**src/rtl/que_arbiter_rr.sv**
```systemverilog
// que_arbiter_rr: snapshots pending flags and priority levels, then grants one port at a time
// over valid/ready; highest level first, round-robin (or lowest index) within a level.
module que_arbiter_rr #(
   parameter int PORTNUM = 16,
   parameter int PRIOR   = 8,
   parameter int RR_EN   = 1,
   localparam int PW     = $clog2(PORTNUM),
   localparam int QW     = $clog2(PRIOR)
) (
   input  logic                  i_clk,
   input  logic                  i_rst,
   input  logic [PORTNUM-1:0]    i_pending,
   input  logic [PORTNUM*QW-1:0] i_prior,
   input  logic                  i_update,
   input  logic                  i_port_rdy,
   output logic [PW-1:0]         o_port,
   output logic [QW-1:0]         o_prior,
   output logic                  o_port_vld,
   output logic                  o_empty,
   output logic                  o_done
);

   localparam logic [1:0]    ST_IDLE   = 2'd0;
   localparam logic [1:0]    ST_ARB    = 2'd1;
   localparam logic [1:0]    ST_GRANT  = 2'd2;
   localparam logic [QW-1:0] LVL_MAX   = QW'(PRIOR - 1);
   localparam logic [PW-1:0] PORT_LAST = PW'(PORTNUM - 1);

   logic [PORTNUM-1:0] pend_r;
   logic [QW-1:0]      lvl_r     [PORTNUM];
   logic [PW-1:0]      rr_ptr_r  [PRIOR];
   logic [1:0]         state_r;
   logic [PW-1:0]      port_r;
   logic [QW-1:0]      prior_r;
   logic               vld_r;
   logic               empty_r;
   logic               done_r;

   logic [QW-1:0]      lvl_in_s  [PORTNUM];
   logic [QW-1:0]      top_lvl_s;
   logic [PORTNUM-1:0] at_lvl_s;
   logic [PORTNUM-1:0] pend_clr_s;
   logic [PW-1:0]      win_s;
   logic               accept_s;

   // Clamp incoming priority levels that exceed the highest legal level.
   always_comb begin
      for (int p = 0; p < PORTNUM; p++) begin
         if (i_prior[p*QW +: QW] > LVL_MAX) begin
            lvl_in_s[p] = LVL_MAX;
         end else begin
            lvl_in_s[p] = i_prior[p*QW +: QW];
         end
      end
   end

   // Find the most urgent level among pending ports.
   always_comb begin
      top_lvl_s = {QW{1'b0}};
      for (int p = 0; p < PORTNUM; p++) begin
         if (pend_r[p] && (lvl_r[p] > top_lvl_s)) begin
            top_lvl_s = lvl_r[p];
         end else begin
            top_lvl_s = top_lvl_s;
         end
      end
   end

   // Mark candidates at the winning level and the snapshot after clearing the granted port.
   always_comb begin
      at_lvl_s   = {PORTNUM{1'b0}};
      pend_clr_s = pend_r;
      for (int p = 0; p < PORTNUM; p++) begin
         at_lvl_s[p] = pend_r[p] && (lvl_r[p] == top_lvl_s);
      end
      pend_clr_s[port_r] = 1'b0;
   end

   generate
      if (RR_EN != 0) begin : g_rr
         logic [PW-1:0] cand_s;
         logic          found_s;

         // Circular search starting just after the last granted port of this level.
         always_comb begin
            cand_s  = rr_ptr_r[top_lvl_s];
            found_s = 1'b0;
            win_s   = {PW{1'b0}};
            for (int k = 0; k < PORTNUM; k++) begin
               if (cand_s == PORT_LAST) begin
                  cand_s = {PW{1'b0}};
               end else begin
                  cand_s = cand_s + PW'(1);
               end
               if (!found_s && at_lvl_s[cand_s]) begin
                  win_s   = cand_s;
                  found_s = 1'b1;
               end else begin
                  win_s   = win_s;
               end
            end
         end
      end else begin : g_fixed
         // Lowest index at the winning level.
         always_comb begin
            win_s = {PW{1'b0}};
            for (int p = PORTNUM - 1; p >= 0; p--) begin
               if (at_lvl_s[p]) begin
                  win_s = PW'(p);
               end else begin
                  win_s = win_s;
               end
            end
         end
      end
   endgenerate

   assign accept_s = (state_r == ST_GRANT) && vld_r && i_port_rdy;

   // Snapshot, round-robin pointers, FSM and registered outputs.
   always_ff @(posedge i_clk or posedge i_rst) begin
      if (i_rst) begin
         pend_r  <= {PORTNUM{1'b0}};
         for (int p = 0; p < PORTNUM; p++) begin
            lvl_r[p] <= {QW{1'b0}};
         end
         for (int l = 0; l < PRIOR; l++) begin
            rr_ptr_r[l] <= PORT_LAST;
         end
         state_r <= ST_IDLE;
         port_r  <= {PW{1'b0}};
         prior_r <= {QW{1'b0}};
         vld_r   <= 1'b0;
         empty_r <= 1'b1;
         done_r  <= 1'b0;
      end else begin
         done_r <= 1'b0;
         if (i_update) begin
            // A new snapshot overrides any clear from a same-edge acceptance.
            pend_r  <= i_pending;
            lvl_r   <= lvl_in_s;
            vld_r   <= 1'b0;
            empty_r <= ~|i_pending;
            state_r <= (|i_pending) ? ST_ARB : ST_IDLE;
            if (accept_s) begin
               rr_ptr_r[prior_r] <= port_r;
            end
         end else begin
            case (state_r)
               ST_IDLE: begin
                  vld_r <= 1'b0;
               end
               ST_ARB: begin
                  if (|pend_r) begin
                     port_r  <= win_s;
                     prior_r <= top_lvl_s;
                     vld_r   <= 1'b1;
                     state_r <= ST_GRANT;
                  end else begin
                     state_r <= ST_IDLE;
                  end
               end
               ST_GRANT: begin
                  if (accept_s) begin
                     pend_r            <= pend_clr_s;
                     rr_ptr_r[prior_r] <= port_r;
                     vld_r             <= 1'b0;
                     empty_r           <= ~|pend_clr_s;
                     if (|pend_clr_s) begin
                        state_r <= ST_ARB;
                     end else begin
                        state_r <= ST_IDLE;
                        done_r  <= 1'b1;
                     end
                  end
               end
               default: begin
                  state_r <= ST_IDLE;
                  vld_r   <= 1'b0;
               end
            endcase
         end
      end
   end

   assign o_port     = port_r;
   assign o_prior    = prior_r;
   assign o_port_vld = vld_r;
   assign o_empty    = empty_r;
   assign o_done     = done_r;

endmodule

```
**config.mk**
```make
export PLATFORM = sky130hd
export DESIGN_NAME = que_arbiter_rr
export DESIGN_NICKNAME = d
export VERILOG_FILES = /design/src/rtl/que_arbiter_rr.sv
export SDC_FILE = /design/constraint.sdc
export NUM_CORES = 1
export LEC_CHECK = 0
export BUFFER_PORTS_ARGS = -buffer_cell sky130_fd_sc_hd__buf_2
export CAP_MARGIN = 30
export CORE_ASPECT_RATIO = 0.8
export CORE_UTILIZATION = 57
export DETAILED_ROUTE_END_ITERATION = 8
export PLACE_DENSITY = 0.76
export SLEW_MARGIN = 10
export SYNTH_ARGS = -nofsm -noshare
export SYNTH_HDL_FRONTEND = slang
export SYNTH_SLANG_ARGS = --single-unit
```
**constraint.sdc**
```tcl
create_clock -name i_clk -period 60 [get_ports i_clk]
set_input_delay 3 -clock i_clk [delete_from_list [all_inputs] [get_ports i_clk]]
set_output_delay 3 -clock i_clk [all_outputs]
set_load 0.05 [all_outputs]
```
==> load_flow_metrics.sql, run 1 <==
INSERT INTO impl_metrics (metric_group, metric, value, unit) VALUES
('placed_design', 'port_buffers', '77', ''),
('sta', 'final-hold-violation-count', '0', ''),
('placed_design', 'post-dp-hpwl', '26500', 'um'),
('clock_tree', 'cts-root-buf', 'clkbuf_16', ''),
('critical_path', 'worst-setup-path-type', 'reg2reg', ''),
('min_path', 'holdCritPathClass', 'reg2reg', ''),
('global_route', 'grt.met2_usage', '49.1', '%'),
('clock_tree', 'clock_sinks', '108', ''),
('die', 'die_height', '125', 'um'),
('clock_tree', 'cts-hold-fix-buffers', '0', ''),
('sta', 'maxSlewHeadroom', '32.9', '%'),
('critical_path', 'timing.critical_path.fanout_max', '24', ''),
('logic_synthesis', 'synth_unique_cells', '110', ''),
('logic_synthesis', 'yosys_warns', '0', ''),
('critical_path', 'startpoint_type', 'register', ''),
('routing', 'post-route-drc-count', '0', ''),
('clock_tree', 'clkLatencyLatePin', '0.38', 'ns'),
('critical_path', 'cell_with_the_biggest_individual_delay_on_the_critical_path', 'ha_1', ''),
('die', 'top_level_pins', '78', ''),
('sta', 'setup_viol_count_final', '0', ''),
('global_route', 'globalRouteMet1Util', '56.1', '%'),
('logic_synthesis', 'synth_async_sr_flop_share', '100', '%'),
('power', 'switching_share', '55.9', '%'),
('global_route', 'first_global_vias', '9726', ''),
('final_layout', 'fraction_of_final_layout_cells_sized_beyond_drive_strength_1', '20.3', '%'),
('global_route', 'grt.total_usage', '36.2', '%'),
('power', 'pwr_density_cell', '58.4', 'nW/um2'),
('clock_tree', 'cts-buffers-inserted', '9', ''),
('final_layout', 'finalNetCount', '1415', ''),
('global_route', 'grt.busiest_layer', 'met1', ''),
('routing', 'vias_per_cell', '6.85', ''),
('job', 'max-cap-violations', '0', ''),
('placed_design', 'routabilityCongestion', '1.06', ''),
('die', 'design.die.area', '19400', 'um2'),
('sta', 'worstMarginPinSlew', '1.01', 'ns'),
('sta', 'finalWorstPathRequiredPeriod', '28.28', 'ns'),
('die', 'die_width', '156', 'um'),
('sta', 'final.period_utilization', '47.1', '%'),
('die', 'row_count', '44', ''),
('logic_synthesis', 'synth_top_area_cell', 'dfrtp_1', ''),
('logic_synthesis', 'synthTopCellsByCount', 'nand2_1 (159), o21ai_0 (98), nor2_1 (82)', ''),
('logic_synthesis', 'synth_edf_count', '0', ''),
('logic_synthesis', 'top_count_cell_post_synth', 'nand2_1', ''),
('critical_path', 'worst_setup_path_end_kind', 'register', ''),
('logic_synthesis', 'synth-seq-cells', '108', ''),
('outcome', 'run_status', 'finished, final reports clean', ''),
('final_layout', 'num-fill-cells', '1559', ''),
('routing', 'dr.first_iter.drc_count', '1355', ''),
('routing', 'routed_wire_length_per_instance', '22.1', 'um'),
('routing', 'routed_wirelength', '34700', 'um'),
('power', 'power_report.internal_total', '299', 'uW'),
('global_route', 'use_met3', '9.53', '%'),
('power', 'power.ir.vdd_worst', '0.0400', 'mV'),
('power', 'leakage', '4.74', 'nW'),
('logic_synthesis', 'syn_area', '10800', 'um2'),
('critical_path', 'timing.critical_path.required', '60.27', 'ns'),
('critical_path', 'crit_arrival', '28.56', 'ns'),
('clock_tree', 'ctsResizeCount', '0', ''),
('global_route', 'global_route_wire_length_before_repair', '54600', 'um'),
('sta', 'fmax', '0.0354', 'GHz'),
('sta', 'totalNegativeSetupSlack', '0', 'ns'),
('power', 'p_comb_share', '75.8', '%'),
('clock_tree', 'cts-root-to-sink-buffers', '2', ''),
('routing', 'via_count', '10794', ''),
('power', 'seq_power_share', '14.6', '%'),
('sta', 'drv_slew', '0', ''),
('global_route', 'antenna_found_initial', '0', ''),
('logic_synthesis', 'synthDominantCellAreaShare', '17.4', '%'),
('clock_tree', 'cts_tree', 'built', ''),
('routing', 'detail_route.first_pass.iterations', '5', ''),
('sta', 'final_setup_skew', '0.0128', 'ns');
==> power by group through the flow <==
stage	Combinational (mW)	Clock, mW	Sequential, mW
CTS	0.497	0.0650	0.0985
floorplan	0.380	0	0.0989
detailed placement	0.494	0	0.0996
global route	0.554	0.0681	0.101
global placement	0.497	0	0.0998
finish	0.515	0.0646	0.0994
==> per-layer routing <==
layer | wire, um | vias to the layer above
li1 | - | 4935
met1 | 16100 | 5158
met2 | 14000 | 639
met3 | 3930 | 62
met4 | 661 | 0
met5 | 0 | -
==> placed cells by master, fill, tap and decap left out, types with 27 or more instances in the layout <==
cell	netlist	routed
xnor2_1	48	48
a21oi_1	51	50
nor2_1	82	81
buf_2	8	76
ha_1	30	30
o21ai_0	98	98
nor3_1	27	27
mux2i_1	54	54
mux2_2	70	70
nand2_1	159	159
dfrtp_1	75	75
inv_1	57	56
dfstp_2	33	33
==> worst max-delay path, delay by kind of cell (launching register included) <==
family	cells	cell delay (ns)
AOI/OAI and AO/OA	51	13.01
and+or+nand+nor	41	7.37
adders and majority gates	17	5.12
muxes	3	1.22
buffers and inverters	5	0.87
DFF	1	0.56
==> sequential cells by signal, indices dropped and copies added, names as in the netlist, 2 cells and up <==
register	flops
pend_r	16
state_r	2
o_port	4
rr_ptr_r	32
lvl_r	48
o_prior	3
==> stage by stage <==
step / utilization (%) / setup WS [ns] / instances / area [um2] / total power [mW]
after detailed placement: 61.4 / 32.45 / 1557 / 11300 / 0.593
after global placement: 61.4 / 33.32 / 1557 / 11300 / 0.597
after floorplan: - / 36.32 / 1282 / 10800 / 0.478
final: 63.3 / 31.72 / 1575 / 11600 / 0.679
after global routing: 63.3 / 29.57 / 1575 / 11600 / 0.723
after CTS: 63.2 / 32.33 / 1573 / 11600 / 0.661
==> area by class of cell <==
| class | instances | area, um2 | area share, % |
|---|---|---|---|
| multi-input cells | 1053 | 7540 | 64.9 |
| clock inverters | 7 | 91.3 | 0.787 |
| inverters | 59 | 224 | 1.93 |
| clock buffers | 9 | 225 | 1.94 |
| well taps | 253 | 317 | 2.73 |
| flip-flops and latches | 108 | 2740 | 23.6 |
| repair buffers | 86 | 473 | 4.07 |
==> cell families after synthesis <==
family | Yosys count | synth area share (%)
buffers and inverters | 121 | 4.59
multiplexers | 137 | 14.8
AO/OA/AOI/OAI | 399 | 26.8
AND/OR/NAND/NOR | 436 | 20.7
adder cells (fa/ha/maj) | 32 | 3.67
XOR/XNOR | 49 | 3.99
flip-flops | 108 | 25.5
==> worst paths after layout <==
kind	startpoint	endpoint	slack (ns)	depth (start not counted)
setup reg to reg	pend_r[0]$_DFFE_PP0P_	o_port[0]$_DFFE_PP0P_	31.72	117
hold / removal	rr_ptr_r[29]$_DFFE_PP1P_	rr_ptr_r[29]$_DFFE_PP1P_	0.48	2
setup / recovery	pend_r[0]$_DFFE_PP0P_	o_port[0]$_DFFE_PP0P_	31.72	117
min in group asynchronous	i_rst	lvl_r[11]$_DFFE_PP0P_	2.66	2
max in group asynchronous	i_rst	rr_ptr_r[9]$_DFFE_PP1P_	56.40	4
hold reg to reg	rr_ptr_r[29]$_DFFE_PP1P_	rr_ptr_r[29]$_DFFE_PP1P_	0.48	2
No activity file was read; power rests on OpenSTA's default activity.
==> inputs of run 2 (changes only) <==
--- a/config.mk
+++ b/config.mk
@@ -10,7 +10,7 @@
 export CORE_ASPECT_RATIO = 0.8
 export CORE_UTILIZATION = 57
 export DETAILED_ROUTE_END_ITERATION = 8
-export PLACE_DENSITY = 0.76
+export PLACE_DENSITY = 0.79
 export SLEW_MARGIN = 10
 export SYNTH_ARGS = -nofsm -noshare
 export SYNTH_HDL_FRONTEND = slang
==> constraint.sdc (replaced) <==
create_clock -name i_clk -period 23.2 [get_ports i_clk]
set_input_delay 1.16 -clock i_clk [delete_from_list [all_inputs] [get_ports i_clk]]
set_output_delay 1.16 -clock i_clk [all_outputs]
set_load 0.05 [all_outputs]
==> run 2 against run 1 <==
Net effect: combinational power increased to 4.0 times the previous value; flip-flop and latch count unchanged; final cell count rose by 11%; register-to-register slack got worse by 31 ns; routed wire length is 16% higher.
==> load_flow_metrics.sql, run 2 (synthesized netlist as in run 1, its figures left out) <==
INSERT INTO impl_metrics (metric_group, metric, value, unit) VALUES
('clock_tree', 'cts_tree', 'built', ''),
('critical_path', 'r2r_cell_count', '120', ''),
('critical_path', 'critical_path.top_delay_family', 'compound AO/OA/AOI/OAI gates', ''),
('sta', 'worstMarginPinSlew', '1.00', 'ns'),
('die', 'die_height', '125', 'um'),
('clock_tree', 'cts-buffers-inserted', '9', ''),
('routing', 'post-route-drc-count', '0', ''),
('clock_tree', 'cts-root-to-sink-buffers', '2', ''),
('critical_path', 'worstPathBufferInverterCount', '9', ''),
('sta', 'final_setup_skew', '0.0146', 'ns'),
('power', 'power.clock.fraction', '6.7', '%'),
('job', 'max-cap-violations', '0', ''),
('critical_path', 'startpoint_type', 'register', ''),
('sta', 'finalWorstSetupSlack', '0.288', 'ns'),
('final_layout', 'largest_registers', 'lvl_r x48, rr_ptr_r x32, pend_r x16', ''),
('routing', 'routed_wirelength', '40300', 'um'),
('final_layout', 'fin_cells', '1744', ''),
('power', 'switching_power', '1.27', 'mW'),
('critical_path', 'crit_arrival', '23.21', 'ns'),
('sta', 'holdWs', '0.505', 'ns'),
('clock_tree', 'path_clk_slew', '0.09', 'ns'),
('critical_path', 'critPathMostFrequentCell', 'ha_4', ''),
('routing', 'detail_route.first_pass.iterations', '6', ''),
('critical_path', 'reg2reg_to', 'o_port[1]$_DFFE_PP0P_', ''),
('placed_design', 'dpl.cell_count', '1653', ''),
('final_layout', 'antenna_cells', '0', ''),
('routing', 'vias_per_cell', '6.90', ''),
('global_route', 'total_congestion_overflow', '0', ''),
('final_layout', 'synthToLayoutAreaGrowth', '31.5', '%'),
('final_layout', 'finalNetCount', '1584', ''),
('routing', 'routed_wire_length_per_instance', '23.1', 'um'),
('min_path', 'holdCritPathClass', 'reg2reg', ''),
('power', 'p_comb_share', '82.8', '%'),
('final_layout', 'num-fill-cells', '1282', ''),
('global_route', 'antenna_found_initial', '0', ''),
('placed_design', 'routabilityCongestion', '1.01', ''),
('critical_path', 'timing.critical_path.required', '23.50', 'ns'),
('placed_design', 'port_buffers', '77', ''),
('power', 'p_total', '2.48', 'mW'),
('critical_path', 'timing.critical_path.to', 'o_port[1]$_DFFE_PP0P_', ''),
('critical_path', 'worst-setup-path-type', 'reg2reg', ''),
('power', 'switching_share', '51.1', '%'),
('routing', 'ant_nets', '0', ''),
('placed_design', 'placement.setup.worst_slack', '-1.05', 'ns'),
('clock_tree', 'cts-hold-fix-buffers', '0', ''),
('sta', 'drv_slew', '0', ''),
('clock_tree', 'cts-root-buf', 'clkbuf_16', ''),
('global_route', 'first_global_vias', '10739', ''),
('outcome', 'run_status', 'finished, final reports clean', ''),
('critical_path', 'reg2reg_from', 'pend_r[0]$_DFFE_PP0P_', ''),
('clock_tree', 'cts_max_level', '3', ''),
('critical_path', 'critical_path_depth', '120', ''),
('placed_design', 'placed_area', '12000', 'um2'),
('global_route', 'grt.total_usage', '38.9', '%'),
('critical_path', 'worst_setup_path_end_kind', 'register', ''),
('power', 'seq_power_share', '10.5', '%'),
('die', 'start_util', '58.7', '%'),
('final_layout', 'final_design_area_no_fill', '14200', 'um2'),
('power', 'power.ir.vdd_worst', '0.119', 'mV'),
('die', 'row_count', '44', ''),
('sta', 'grt_setup_unrepaired', 'true', ''),
('clock_tree', 'clkLatencyLatePin', '0.37', 'ns'),
('final_layout', 'layout_common_cells', 'buf_4 (164), nand2_1 (146), o21ai_0 (87)', ''),
('sta', 'final-hold-violation-count', '0', ''),
('final_layout', 'fraction_of_final_layout_cells_sized_beyond_drive_strength_1', '40.2', '%'),
('final_layout', 'largest_register_ffs', '48', ''),
('clock_tree', 'clock_sinks', '108', ''),
('die', 'fp.coreArea', '18300', 'um2'),
('global_route', 'global_route_wire_length_before_repair', '59200', 'um'),
('critical_path', 'timing.critical_path.fanout_max', '5', ''),
('critical_path', 'regToRegSetupSlack', '0.29', 'ns'),
('sta', 'final.period_utilization', '98.8', '%'),
('sta', 'finalWorstPathRequiredPeriod', '22.91', 'ns'),
('placed_design', 'post-dp-hpwl', '28400', 'um'),
('die', 'die_width', '156', 'um'),
('global_route', 'grt_max_degree', '76', ''),
('critical_path', 'crit_path_start', 'pend_r[0]$_DFFE_PP0P_', ''),
('power', 'power_report.internal_total', '1.22', 'mW'),
('critical_path', 'max_stage_delay', '0.50', 'ns'),
('power', 'pwr_density_cell', '176', 'nW/um2'),
('sta', 'maxSlewHeadroom', '33.1', '%'),
('power', 'leakage', '5.72', 'nW'),
('routing', 'via_count', '12030', ''),
('critical_path', 'cell_with_the_biggest_individual_delay_on_the_critical_path', 'or4_4', ''),
('die', 'top_level_pins', '78', ''),
('final_layout', 'register_with_the_most_flip_flops', 'lvl_r', ''),
('routing', 'dr.first_iter.drc_count', '1571', ''),
('sta', 'fmax', '0.0436', 'GHz'),
('sta', 'setup_viol_count_final', '0', ''),
('die', 'design.die.area', '19400', 'um2'),
('final_layout', 'most_common_library_cell_in_the_layout_ignoring_fill_and_taps', 'buf_4', '');
run 2: how the worst min path moves through the flow:
stage / start / end / slack (ns) / cells past startpoint
after floorplan: rr_ptr_r[25]$_DFFE_PP1P_ / rr_ptr_r[25]$_DFFE_PP1P_ / 0.46 / 2
final: rr_ptr_r[25]$_DFFE_PP1P_ / rr_ptr_r[25]$_DFFE_PP1P_ / 0.51 / 2
after CTS: rr_ptr_r[29]$_DFFE_PP1P_ / rr_ptr_r[29]$_DFFE_PP1P_ / 0.50 / 2
after global placement: rr_ptr_r[29]$_DFFE_PP1P_ / rr_ptr_r[29]$_DFFE_PP1P_ / 0.47 / 2
after detailed placement: rr_ptr_r[29]$_DFFE_PP1P_ / rr_ptr_r[29]$_DFFE_PP1P_ / 0.49 / 2
after global routing: rr_ptr_r[25]$_DFFE_PP1P_ / rr_ptr_r[25]$_DFFE_PP1P_ / 0.52 / 2
run 2: per-layer routing:
layer  track usage, %  up-vias  routed length (um)
met3             10.3      109                5180
li1                 -     5281                   -
met4             10.3        0                1080
met1             58.3     5742               17300
met5                0        -                   0
met2             54.5      898               16800
run 2: worst reg2reg max path, delay by kind of cell (launching register included):
| family | cells | cell delay (ns) |
|---|---|---|
| adder cells (fa/ha/maj) | 17 | 4.19 |
| AO/OA/AOI/OAI | 46 | 9.96 |
| flip-flops | 1 | 0.44 |
| multiplexers | 3 | 1.01 |
| AND/OR/NAND/NOR | 45 | 6.23 |
| buffers and inverters | 9 | 1.00 |
run 2: final cells by class:
class | instances | area [um2] | share of cell area (%)
multi-input combinational | 1054 | 8750 | 61.8
sequential | 108 | 2740 | 19.4
timing repair buffer | 254 | 1800 | 12.7
tap | 253 | 317 | 2.24
inverter | 59 | 230 | 1.63
clock buffer | 9 | 225 | 1.59
clock inverter | 7 | 86.3 | 0.610
run 2: what timing repair did:
item	in CTS	in global routing
setup endpoints to repair	4	4
buffers inserted	16	59
gates resized for setup	55	205
pin swaps	34	122
gates cloned	1	0
run 2: power groups by stage:
stage / combinational (mW) / sequential (mW) / clock (mW)
global placement: 1.46 / 0.260 / 0
finish: 2.06 / 0.262 / 0.166
floorplan: 0.993 / 0.256 / 0
detailed placement: 1.47 / 0.261 / 0
global route: 2.15 / 0.265 / 0.172
CTS: 1.59 / 0.258 / 0.166
run 2: metrics by stage:
stage          TNS, ns  utilization [%]
2_1_floorplan        0                -
3_3_place_gp    -0.116             65.5
3_5_place_dp     -4.02             65.5
4_1_cts              0             69.3
5_1_grt          -1.72             77.2
6_report             0             77.2
==> inputs of run 3 (changes only) <==
--- a/config.mk
+++ b/config.mk
@@ -7,10 +7,12 @@
 export LEC_CHECK = 0
 export BUFFER_PORTS_ARGS = -buffer_cell sky130_fd_sc_hd__buf_2
 export CAP_MARGIN = 30
+export CELL_PAD_IN_SITES_DETAIL_PLACEMENT = 1
+export CELL_PAD_IN_SITES_GLOBAL_PLACEMENT = 1
 export CORE_ASPECT_RATIO = 0.8
-export CORE_UTILIZATION = 57
+export CORE_UTILIZATION = 43
 export DETAILED_ROUTE_END_ITERATION = 8
-export PLACE_DENSITY = 0.79
+export PLACE_DENSITY_LB_ADDON = 0.1
 export SLEW_MARGIN = 10
 export SYNTH_ARGS = -nofsm -noshare
 export SYNTH_HDL_FRONTEND = slang
==> constraint.sdc (replaced) <==
create_clock -name i_clk -period 18.8 [get_ports i_clk]
set_input_delay 0.94 -clock i_clk [delete_from_list [all_inputs] [get_ports i_clk]]
set_output_delay 0.94 -clock i_clk [all_outputs]
set_load 0.05 [all_outputs]
==> run 3 against run 2 <==
Net effect: the run now ends with setup timing left; global-route usage fell by 0.76 points; via count grew 8.1%; sequential share of layout area shrank 2.0 points; non-clock buffer count increased by 195; clock power up 19%; die area grew 32%; count of clock-buffer cells in the layout is 2 higher; clock skew is 0.0017 ns lower; first-iteration DRC count shrank 12%; final cell count is 15% higher; maximum frequency about the same; total power grew 40%.
==> load_flow_metrics.sql, run 3 (synthesized netlist as in run 1, its figures left out) <==
INSERT INTO impl_metrics (metric_group, metric, value, unit) VALUES
('job', 'max-cap-violations', '0', ''),
('sta', 'worstMarginPinSlew', '0.989', 'ns'),
('critical_path', 'timing.critical_path.fanout_max', '7', ''),
('global_route', 'grt_max_degree', '88', ''),
('critical_path', 'crit_arrival', '23.12', 'ns'),
('die', 'design.die.area', '25700', 'um2'),
('die', 'die_height', '143', 'um'),
('critical_path', 'worst-setup-path-type', 'reg2reg', ''),
('critical_path', 'reg2reg_from', 'pend_r[0]$_DFFE_PP0P_', ''),
('sta', 'fmax', '0.0437', 'GHz'),
('final_layout', 'multiInputGateArea', '8860', 'um2'),
('routing', 'detail_route.first_pass.iterations', '6', ''),
('global_route', 'total_congestion_overflow', '0', ''),
('placed_design', 'routabilityCongestion', '0.979', ''),
('sta', 'finalWorstSetupSlack', '-4.10', 'ns'),
('clock_tree', 'cts-root-to-sink-buffers', '2', ''),
('critical_path', 'critical_path.top_delay_family', 'compound AO/OA/AOI/OAI gates', ''),
('final_layout', 'largest_registers', 'lvl_r x48, rr_ptr_r x32, pend_r x16', ''),
('placed_design', 'placed_area', '14200', 'um2'),
('critical_path', 'worstPathBufferInverterCount', '10', ''),
('clock_tree', 'cts-buffers-inserted', '9', ''),
('power', 'p_total', '3.48', 'mW'),
('clock_tree', 'clock_sinks', '108', ''),
('sta', 'final-hold-violation-count', '0', ''),
('clock_tree', 'cts_tree', 'built', ''),
('global_route', 'antenna_found_initial', '1', ''),
('final_layout', 'most_common_library_cell_in_the_layout_ignoring_fill_and_taps', 'buf_4', ''),
('global_route', 'grt.total_usage', '38.2', '%'),
('routing', 'post-route-drc-count', '0', ''),
('final_layout', 'antenna_cells', '0', ''),
('die', 'die_width', '179', 'um'),
('clock_tree', 'cts-root-buf', 'clkbuf_16', ''),
('die', 'fp.coreArea', '24400', 'um2'),
('min_path', 'hold_path_startpoint', 'rr_ptr_r[25]$_DFFE_PP1P_', ''),
('final_layout', 'largest_register_ffs', '48', ''),
('final_layout', 'final_design_area_no_fill', '15800', 'um2'),
('critical_path', 'max_stage_delay', '0.48', 'ns'),
('die', 'row_count', '51', ''),
('clock_tree', 'cts-hold-fix-buffers', '0', ''),
('final_layout', 'synthToLayoutAreaGrowth', '47.0', '%'),
('critical_path', 'crit_path_start', 'pend_r[0]$_DFFE_PP0P_', ''),
('routing', 'ant_nets', '0', ''),
('power', 'pwr_density_cell', '220', 'nW/um2'),
('power', 'leakage', '6.70', 'nW'),
('sta', 'finalWorstPathRequiredPeriod', '22.90', 'ns'),
('power', 'power.ir.vdd_worst', '0.257', 'mV'),
('routing', 'routed_wire_length_per_instance', '26.2', 'um'),
('routing', 'routed_wirelength', '52400', 'um'),
('sta', 'maxSlewHeadroom', '34.1', '%'),
('sta', 'grt_setup_unrepaired', 'true', ''),
('die', 'start_util', '44.0', '%'),
('die', 'top_level_pins', '78', ''),
('sta', 'drv_slew', '0', ''),
('sta', 'final.period_utilization', '122', '%'),
('routing', 'vias_per_cell', '6.49', ''),
('global_route', 'global_route_wire_length_before_repair', '75300', 'um'),
('final_layout', 'layout_common_cells', 'buf_4 (352), nand2_1 (143), o21ai_0 (86)', ''),
('final_layout', 'fin_cells', '2003', ''),
('outcome', 'failed_checks', 'setup timing', ''),
('final_layout', 'register_with_the_most_flip_flops', 'lvl_r', ''),
('global_route', 'first_global_vias', '13015', ''),
('final_layout', 'fraction_of_final_layout_cells_sized_beyond_drive_strength_1', '47.4', '%'),
('critical_path', 'timing.critical_path.required', '19.02', 'ns'),
('sta', 'final_setup_skew', '0.0129', 'ns'),
('sta', 'totalNegativeSetupSlack', '-16.19', 'ns'),
('final_layout', 'num-fill-cells', '2808', ''),
('clock_tree', 'path_clk_slew', '0.08', 'ns'),
('min_path', 'holdCritPathClass', 'reg2reg', ''),
('sta', 'setup_viol_count_final', '4', ''),
('clock_tree', 'clkLatencyLatePin', '0.38', 'ns'),
('critical_path', 'critPathMostFrequentCell', 'ha_4', ''),
('placed_design', 'port_buffers', '77', ''),
('routing', 'via_count', '12999', ''),
('critical_path', 'cell_with_the_biggest_individual_delay_on_the_critical_path', 'a2111o_1', ''),
('sta', 'holdWs', '0.528', 'ns'),
('outcome', 'run_status', 'finished with violations', ''),
('placed_design', 'post-dp-hpwl', '35900', 'um'),
('final_layout', 'finalNetCount', '1778', ''),
('critical_path', 'startpoint_type', 'register', ''),
('critical_path', 'worst_setup_path_end_kind', 'register', ''),
('clock_tree', 'cts_max_level', '3', ''),
('placed_design', 'dpl.cell_count', '1916', ''),
('routing', 'dr.first_iter.drc_count', '1389', ''),
('final_layout', 'final-seq-area', '2740', 'um2');
## run 3: final timing paths
| path | cells after the start | slack, ns | end |
|---|---|---|---|
| max | 122 | -4.10 | o_port[0]$_DFFE_PP0P_ |
| min | 2 | 0.53 | rr_ptr_r[25]$_DFFE_PP1P_ |
| max reg2reg | 122 | -4.10 | o_port[0]$_DFFE_PP0P_ |
| min reg2reg | 2 | 0.53 | rr_ptr_r[25]$_DFFE_PP1P_ |
| max in group asynchronous | 4 | 17.08 | rr_ptr_r[29]$_DFFE_PP1P_ |
| min in group asynchronous | 2 | 0.58 | lvl_r[14]$_DFFE_PP0P_ |
## run 3: stage by stage
step / utilization, % / setup slack, ns
after global placement: 58.0 / -3.16
after global routing: 64.7 / -4.89
final: 64.7 / -4.10
after CTS: 62.5 / -3.14
after detailed placement: 58.0 / -4.19
after floorplan: - / -2.72
## run 3: layout make-up
type                    count  share of cell area [%]
clock inverters             5                   0.269
repair buffers            449                    20.8
flip-flops and latches    108                    17.4
multi-input cells        1053                    56.0
inverters                  59                    1.53
well taps                 318                    2.52
clock buffers              11                    1.47
## run 3: repair_timing
action / CTS / global route
gates resized for setup: 101 / 61
buffers inserted: 41 / 27
pin swaps: 61 / 41
setup endpoints to repair: 4 / 7
## run 3: where the power goes
part | total (mW) | switching [mW] | internal (mW) | leakage (nW)
clock | 0.198 | 0.105 | 0.0925 | 0.136
combinational | 2.95 | 1.56 | 1.39 | 5.32
sequential | 0.332 | 0.0720 | 0.260 | 1.25
## run 3: worst register-to-register path: cells and delay by family, from the launching register on
| family | cells | cell delay, ns |
|---|---|---|
| AO/OA/AOI/OAI | 51 | 11.37 |
| AND/OR/NAND/NOR | 42 | 4.82 |
| adder cells (fa/ha/maj) | 17 | 4.32 |
| flip-flops | 1 | 0.44 |
| multiplexers | 2 | 0.68 |
| buffers and inverters | 10 | 1.15 |
## run 3: per-layer routing
metal,wire length [um],up-vias,GRT usage (%)
li1,-,5660,-
met1,22100,6553,50.4
met2,24900,601,63.1
met3,3350,183,5.48
met4,2140,2,13.9
met5,12,-,0
